File: src/rtl/dmux_pkg.sv
// Shared widths and types for the 8-way 16-bit buffered demultiplexer.
package dmux_pkg;
  localparam int WORD_W = 16;
  localparam int NUM_CH = 8;
  localparam int SEL_W  = 3;

  typedef logic [SEL_W-1:0]  sel_t;
  typedef logic [WORD_W-1:0] word_t;
endpackage

File: src/rtl/dmux_slot.sv
// One-entry holding register: loaded word shows on o_valid/o_data after one edge.
// A drain (o_valid & i_ready) empties the slot unless a new word is loaded in the same cycle.
module dmux_slot
  import dmux_pkg::*;
#(
  parameter int WIDTH = WORD_W
) (
  input  logic             clk,
  input  logic             rst_n,
  input  logic             i_load,
  input  logic [WIDTH-1:0] i_data,
  input  logic             i_ready,
  output logic             o_valid,
  output logic [WIDTH-1:0] o_data
);

  logic             r_full;
  logic [WIDTH-1:0] r_data;

  // Load wins over drain, so a draining slot can be refilled without a bubble.
  always_ff @(posedge clk or negedge rst_n) begin
    if (!rst_n) begin
      r_full <= 1'b0;
      r_data <= '0;
    end else if (i_load) begin
      r_full <= 1'b1;
      r_data <= i_data;
    end else if (r_full && i_ready) begin
      r_full <= 1'b0;
    end
  end

  assign o_valid = r_full;
  assign o_data  = r_data;

endmodule

File: src/rtl/dmux8way16_buf.sv
// Registered 1-to-8 word demux, one slot per channel; 1-cycle latency, in_ready = !full[d] | out_ready[d].
// DMUX8_AUTO_SEL_EN: destination comes from a round-robin pointer instead of in_sel.
module dmux8way16_buf #(
  parameter int WIDTH  = dmux_pkg::WORD_W,
  parameter int NUM_CH = dmux_pkg::NUM_CH
) (
  input  logic                           clk,
  input  logic                           rst_n,
  input  logic [WIDTH-1:0]               in_data,
  input  logic [2:0]                     in_sel,
  input  logic                           in_valid,
  output logic                           in_ready,
  output logic [NUM_CH-1:0][WIDTH-1:0]   out_data,
  output logic [NUM_CH-1:0]              out_valid,
  input  logic [NUM_CH-1:0]              out_ready
);

  import dmux_pkg::*;

  sel_t              w_dst;
  logic              w_accept;
  logic [NUM_CH-1:0] w_full;
  logic [NUM_CH-1:0] w_load;

`ifdef DMUX8_AUTO_SEL_EN
  sel_t r_ptr;
  logic w_unused_sel;

  assign w_unused_sel = ^in_sel;

  // The pointer only advances on accept, so a stalled channel holds the stream.
  always_ff @(posedge clk or negedge rst_n) begin
    if (!rst_n) begin
      r_ptr <= '0;
    end else if (w_accept) begin
      r_ptr <= r_ptr + 1'b1;
    end
  end

  assign w_dst = r_ptr;
`else
  assign w_dst = in_sel;
`endif

  assign in_ready  = ~w_full[w_dst] | out_ready[w_dst];
  assign w_accept  = in_valid & in_ready;
  assign out_valid = w_full;

  for (genvar k = 0; k < NUM_CH; k++) begin : g_ch
    assign w_load[k] = w_accept & (w_dst == SEL_W'(k));

    dmux_slot #(
      .WIDTH(WIDTH)
    ) u_slot (
      .clk    (clk),
      .rst_n  (rst_n),
      .i_load (w_load[k]),
      .i_data (in_data),
      .i_ready(out_ready[k]),
      .o_valid(w_full[k]),
      .o_data (out_data[k])
    );
  end

endmodule
File: config.mk
export PLATFORM = sky130hd
export DESIGN_NAME = dmux8way16_buf
export DESIGN_NICKNAME = d
export VERILOG_FILES = /design/src/rtl/dmux_pkg.sv /design/src/rtl/dmux_slot.sv /design/src/rtl/dmux8way16_buf.sv
export SDC_FILE = /design/constraint.sdc
export NUM_CORES = 1
export LEC_CHECK = 0
export CORE_MARGIN = 5
export CORE_UTILIZATION = 40
export CTS_BUF_LIST = sky130_fd_sc_hd__clkbuf_8
export CTS_CLUSTER_DIAMETER = 200
export DETAILED_ROUTE_END_ITERATION = 12
export PLACE_DENSITY = 0.71
export SYNTH_ARGS = -nofsm -noshare
export SYNTH_HDL_FRONTEND = slang
export SYNTH_SLANG_ARGS = --single-unit
File: constraint.sdc
create_clock -name clk -period 3.7 [get_ports clk]
set_input_delay 0.925 -clock clk [delete_from_list [all_inputs] [get_ports clk]]
set_output_delay 0.925 -clock clk [all_outputs]
set_load 0.01 [all_outputs]
---- Word-level counts from Yosys, hierarchy flattened ----
Cells that the tools add are included.
operators by class
  add/sub/neg operators ................... 0
  multiply operators ...................... 0
  div/mod/pow operators ................... 0
  order comparisons ....................... 1
  equal/unequal tests ..................... 7
  shift operators ......................... 0
  muxes and demuxes ....................... 20
  bitwise gates (word level) .............. 11
  reductions and logical operators ........ 17
operators by type and width
  kind                                                         number
  two-way mux 1 bit                                            18
  nonzero test 2 bit                                           8
  == test 3 bit (second input constant)                        4
  AND 1 bit                                                    9
  logical AND 1 bit                                            8
  binary-select mux 1 bit (select 3 bit)                       2
  == test 3 x 2 -> 1 bit (second input constant)               2
  less-than comparator 3 x 4 -> 1 bit (second input constant)  1
  == test 3 x 1 -> 1 bit (second input constant)               1
  zero test 3 bit                                              1
  inverter 1 bit                                               1
  OR 1 bit                                                     1
storage, ports and cells
  bits in registers ....................... 136
  latch bits .............................. 0
  bits in writable memories ............... 0
  bits in read-only memories .............. 0
  input bits .............................. 30
  output and inout bits ................... 137
  logic and storage cells ................. 72
  memories ................................ 0

---- Longest topological paths before layout ----
  depth after elaboration ................. 7
  depth in mapped cells ................... 6

---- Modules after synthesis ----
From an unflattened synthesis, not the netlist that was laid out.
unflattened totals
  cells, all modules ...................... 329
  area total of the unflattened synthesis .. 5738.0 sq um
modules (own cells, without submodules)
  module          times used  cells each  area each (sq um)  sequential area each (sq um)
  dmux_slot       8           37          683.2              425.4
  dmux8way16_buf  1           33          272.8              0.0

---- Least setup slack after synthesis ----
Ideal clock, no wire load.
  kind .................................... input port to output port
  start ................................... in out_ready[1]
  end ..................................... out in_ready
  arrival ................................. 1844 ps
  setup slack ............................. 931 ps
  stages on the path ...................... 3
  path buffers ............................ 0
  path through ............................ nand2b_1 mux4_2 mux2_2
between the ends
  word-level cells in the longest chain between the ends .. 3
ends and longest elaborated chain
  what                                     line                  text
  start, declared                          dmux8way16_buf.sv:15  input logic [NUM_CH-1:0] out_ready
  binary-select mux 1 bit (select 3 bit)   dmux8way16_buf.sv:45  assign in_ready = ~w_full[w_dst] | out_ready[w_dst];
  two-way mux 1 bit (implied by the code)  dmux8way16_buf.sv:45
  OR 1 bit                                 dmux8way16_buf.sv:45
  end, declared                            dmux8way16_buf.sv:12  output logic in_ready,
Every way passes these cells. The select of a mux whose other input is x is not followed.

---- Worst setup path in the final report ----
  start ................................... in out_ready[6]
  end ..................................... out in_ready
The elaborated chain is that of the path after synthesis.

==> flow_summary_export.csv <==
group,metric,value,unit
sta,rsz_0062_raised_after_global_routing,"false",
placed_design,area_post_placement,0.00712,sq mm
cells_and_area,fin_cells,685,
clock_tree,worstSkewPairLatency,0.44,ns
worst_setup_path,endpoint_kind_of_the_worst_setup_timing_path,"output pin",
clock_tree,cts_root_buffer,"clkbuf_8",
logic_synthesis,syn_inst,318,
logic_synthesis,synth_fp_nets,348,
route,routed_via_density,4.90,
grt,grt_first_pass_wirelength,21.5,mm
sta,worst_clock_skew,0.00642,ns
clock_tree,ctsHtreeMaxLevel,4,
route,post-route-drc-count,0,
worst_setup_path,worst_path_max_delay_cell,"mux4_2",
worst_setup_path,worst_r2r_path_depth,4,
worst_setup_path,worst_path_largest_cell_delay,0.48,ns
power_and_ir_drop,total_leakage_power,0.00320,uW
placed_design,place.detailed.instances,655,
floorplanning,fp.dieW,125,um
logic_synthesis,synth.cell_area,0.00527,sq mm
route,route.final.wire_length,13.5,mm
route,ant_nets,0,
placed_design,gp_routability_congestion,0.818,
placed_design,port-buffer-count,166,
floorplanning,num_io_pins,167,
sta,setup_viol,0,
clock_tree,clock_sinks,136,
power_and_ir_drop,peakVddDrop,345,uV
sta,max_slew_margin,53.6,%
cells_and_area,post_route_cells_drive_above_1_share,34.6,%
logic_synthesis,synth_async_sr_flop_share,100,%
clock_tree,tritoncts_clock_tree,"done",
grt,first_global_vias,3725,
floorplanning,core,0.0131,sq mm
logic_synthesis,yosys_register_bits,136,
cells_and_area,stdcell_area,0.00749,sq mm
sta,min_period_over_period,91.1,%
logic_synthesis,synth_edf_count,0,
sta,finalHoldViolations,0,
route,num_vias,3358,
logic_synthesis,synth-main-ff-cell,"dfrtp_1",
worst_setup_path,crit_type,"input pin to output pin",
floorplanning,die_y,125,um
logic_synthesis,synthesis.yosys.warnings,0,
worst_setup_path,cp_cell_sequence,"clkdlybuf4s50_1 -> nand2b_1 -> mux4_2 -> mux2_2 -> dlymetal6s2s_1",
cells_and_area,area_delta_synth_final,42.1,%
logic_synthesis,synth_area_per_cell,16.6,sq um
grt,initial_antenna_violation_count,0,
logic_synthesis,synth.lib_cells_used.distinct,17,
floorplanning,die-area,0.0156,sq mm
sta,slew_violations,0,
min_path,timing.hold.worst.class,"flip-flop to flip-flop",
cells_and_area,num_antenna_cells,0,
worst_setup_path,startpoint_type,"input pin",
clock_tree,numCtsBuffers,17,
logic_synthesis,synth_sequential_area_ratio,64.6,%
status,run_status,"completed",
floorplanning,effective_utilization_at_floorplan,40.3,%
clock_tree,post-cts-setup-buffers,0,
cells_and_area,nets,528,
power_and_ir_drop,fin_total_pwr,4430,uW
route,drt-pass1-iter-count,4,
sta,post-route-min-period,3.37,ns
worst_setup_path,cp_max_fo,4,
run,max-cap-violations,0,
clock_tree,clk_pin_slew_worst_paths,0.07,ns
route,route.detailed.wl_per_inst,19.7,um
grt,grt_usage,18.0,%
power_and_ir_drop,cellPowerDensity,592,mW/mm^2
sta,post-route-worst-setup-slack,0.330,ns
placed_design,dp_hpwl,9.27,mm
route,detailedRoute.firstIterationViolations,119,
sta,max_freq,297,MHz
floorplanning,placement_rows,42,
clock_tree,cts-root-to-sink-buffers,2,
sta,worstMarginPinSlew,0.696,ns
worst_setup_path,arrival_time_reported_for_the_critical_path_endpoint,2.45,ns
placed_design,place_ws,-0.0214,ns
grt,largest_net_degree_at_the_start_of_global_routing,55,
worst_setup_path,worst-endpoint-required,2.77,ns
grt,overflow_left_after_global_routing,0,
min_path,min_delay_path_depth,1,
cell families (layout without fill, tap and decap cells):
kind of cell	after synthesis	count (layout)	synth area share, %
muxes	131	131	28.4
AOI/OAI and AO/OA	4	4	0.380
buffers and inverters	19	210	2.64
and+or+nand+nor	28	28	3.99
DFF	136	136	64.6
worst paths after layout:
check	startpoint	endpoint	slack (ns)
worst min-delay path	g_ch[3].u_slot.o_data[10]	g_ch[3].u_slot.o_data[10]	0.50
worst max register to register	g_ch[0].u_slot.o_valid	g_ch[0].u_slot.o_data[12]	2.04
max in group asynchronous	rst_n	g_ch[4].u_slot.o_data[14]	2.26
worst max-delay path	out_ready[6]	in_ready	0.33
min in group asynchronous	rst_n	g_ch[0].u_slot.o_data[13]	0.53
worst min register to register	g_ch[3].u_slot.o_data[10]	g_ch[3].u_slot.o_data[10]	0.50
flip-flops by register name (all words and copies together) (netlist names):
register             flops
g_ch.u_slot.o_data     128
g_ch.u_slot.o_valid      8
per-stage QoR:
| stage | setup TNS (ns) | hold slack, ns | util (%) |
|---|---|---|---|
| after global routing | 0 | 0.514 | 57.2 |
| after detailed placement | -0.0214 | 0.478 | 54.4 |
| final | 0 | 0.501 | 57.2 |
| after CTS | 0 | 0.508 | 57.2 |
| after global placement | 0 | 0.470 | 54.4 |
| after floorplan | 0 | 0.492 | - |
synthesized netlist by cell type, types with 2 or more instances:
library cell | n | area share [%]
and3b_1 | 2 | 0.33
buf_2 | 6 | 0.57
buf_4 | 10 | 1.4
buf_6 | 3 | 0.64
dfrtp_1 | 136 | 65
mux2_1 | 2 | 0.43
mux2_2 | 127 | 27
mux4_2 | 2 | 0.85
nand2_1 | 8 | 0.57
nand2b_1 | 9 | 1.1
nand3_2 | 2 | 0.38
nor2b_1 | 2 | 0.24
nor3b_4 | 2 | 0.71
o21ai_0 | 4 | 0.38
placed cells by master (no fill, tap or decap), types with 4 or more instances in the layout:
cell type,count
nand2_1,8
buf_4,15
o21ai_0,4
mux2_2,127
nand2b_1,9
dfrtp_1,136
clkdlybuf4s50_1,163
inv_1,4
clkbuf_8,19
critical path: cells and delay by family:
kind / cells / cell delay [ns]
and+or+nand+nor: 1 / 0.19
buffers and inverters: 2 / 0.57
muxes: 2 / 0.76
where the power goes:
group	switching (uW)	internal, uW
clock network	549	618
logic	484	804
registers	173	1810
final cells by class:
type,instances,area (sq um)
Timing Repair Buffer,180,1770
Sequential cell,136,3400
Tap cell,176,220
Clock inverter,11,110
Clock buffer,19,262
Multi-Input combinational cell,163,1730
Fill cell,1061,5600
layer usage:
layer | track usage, % | vias to the layer above | share of wire (%)
li1 | - | 1479 | -
met1 | 21.8 | 1749 | 43
met2 | 28.3 | 116 | 47
met3 | 8.88 | 14 | 9.0
met4 | 6.00 | 0 | 1.2
met5 | 0 | - | 0
what timing repair did:
item / in CTS / in global routing
setup endpoints to repair: 1 / 1
hold buffers: 0 / 0
gates resized for setup: 1 / 1
(Power assumes the default switching activity.)
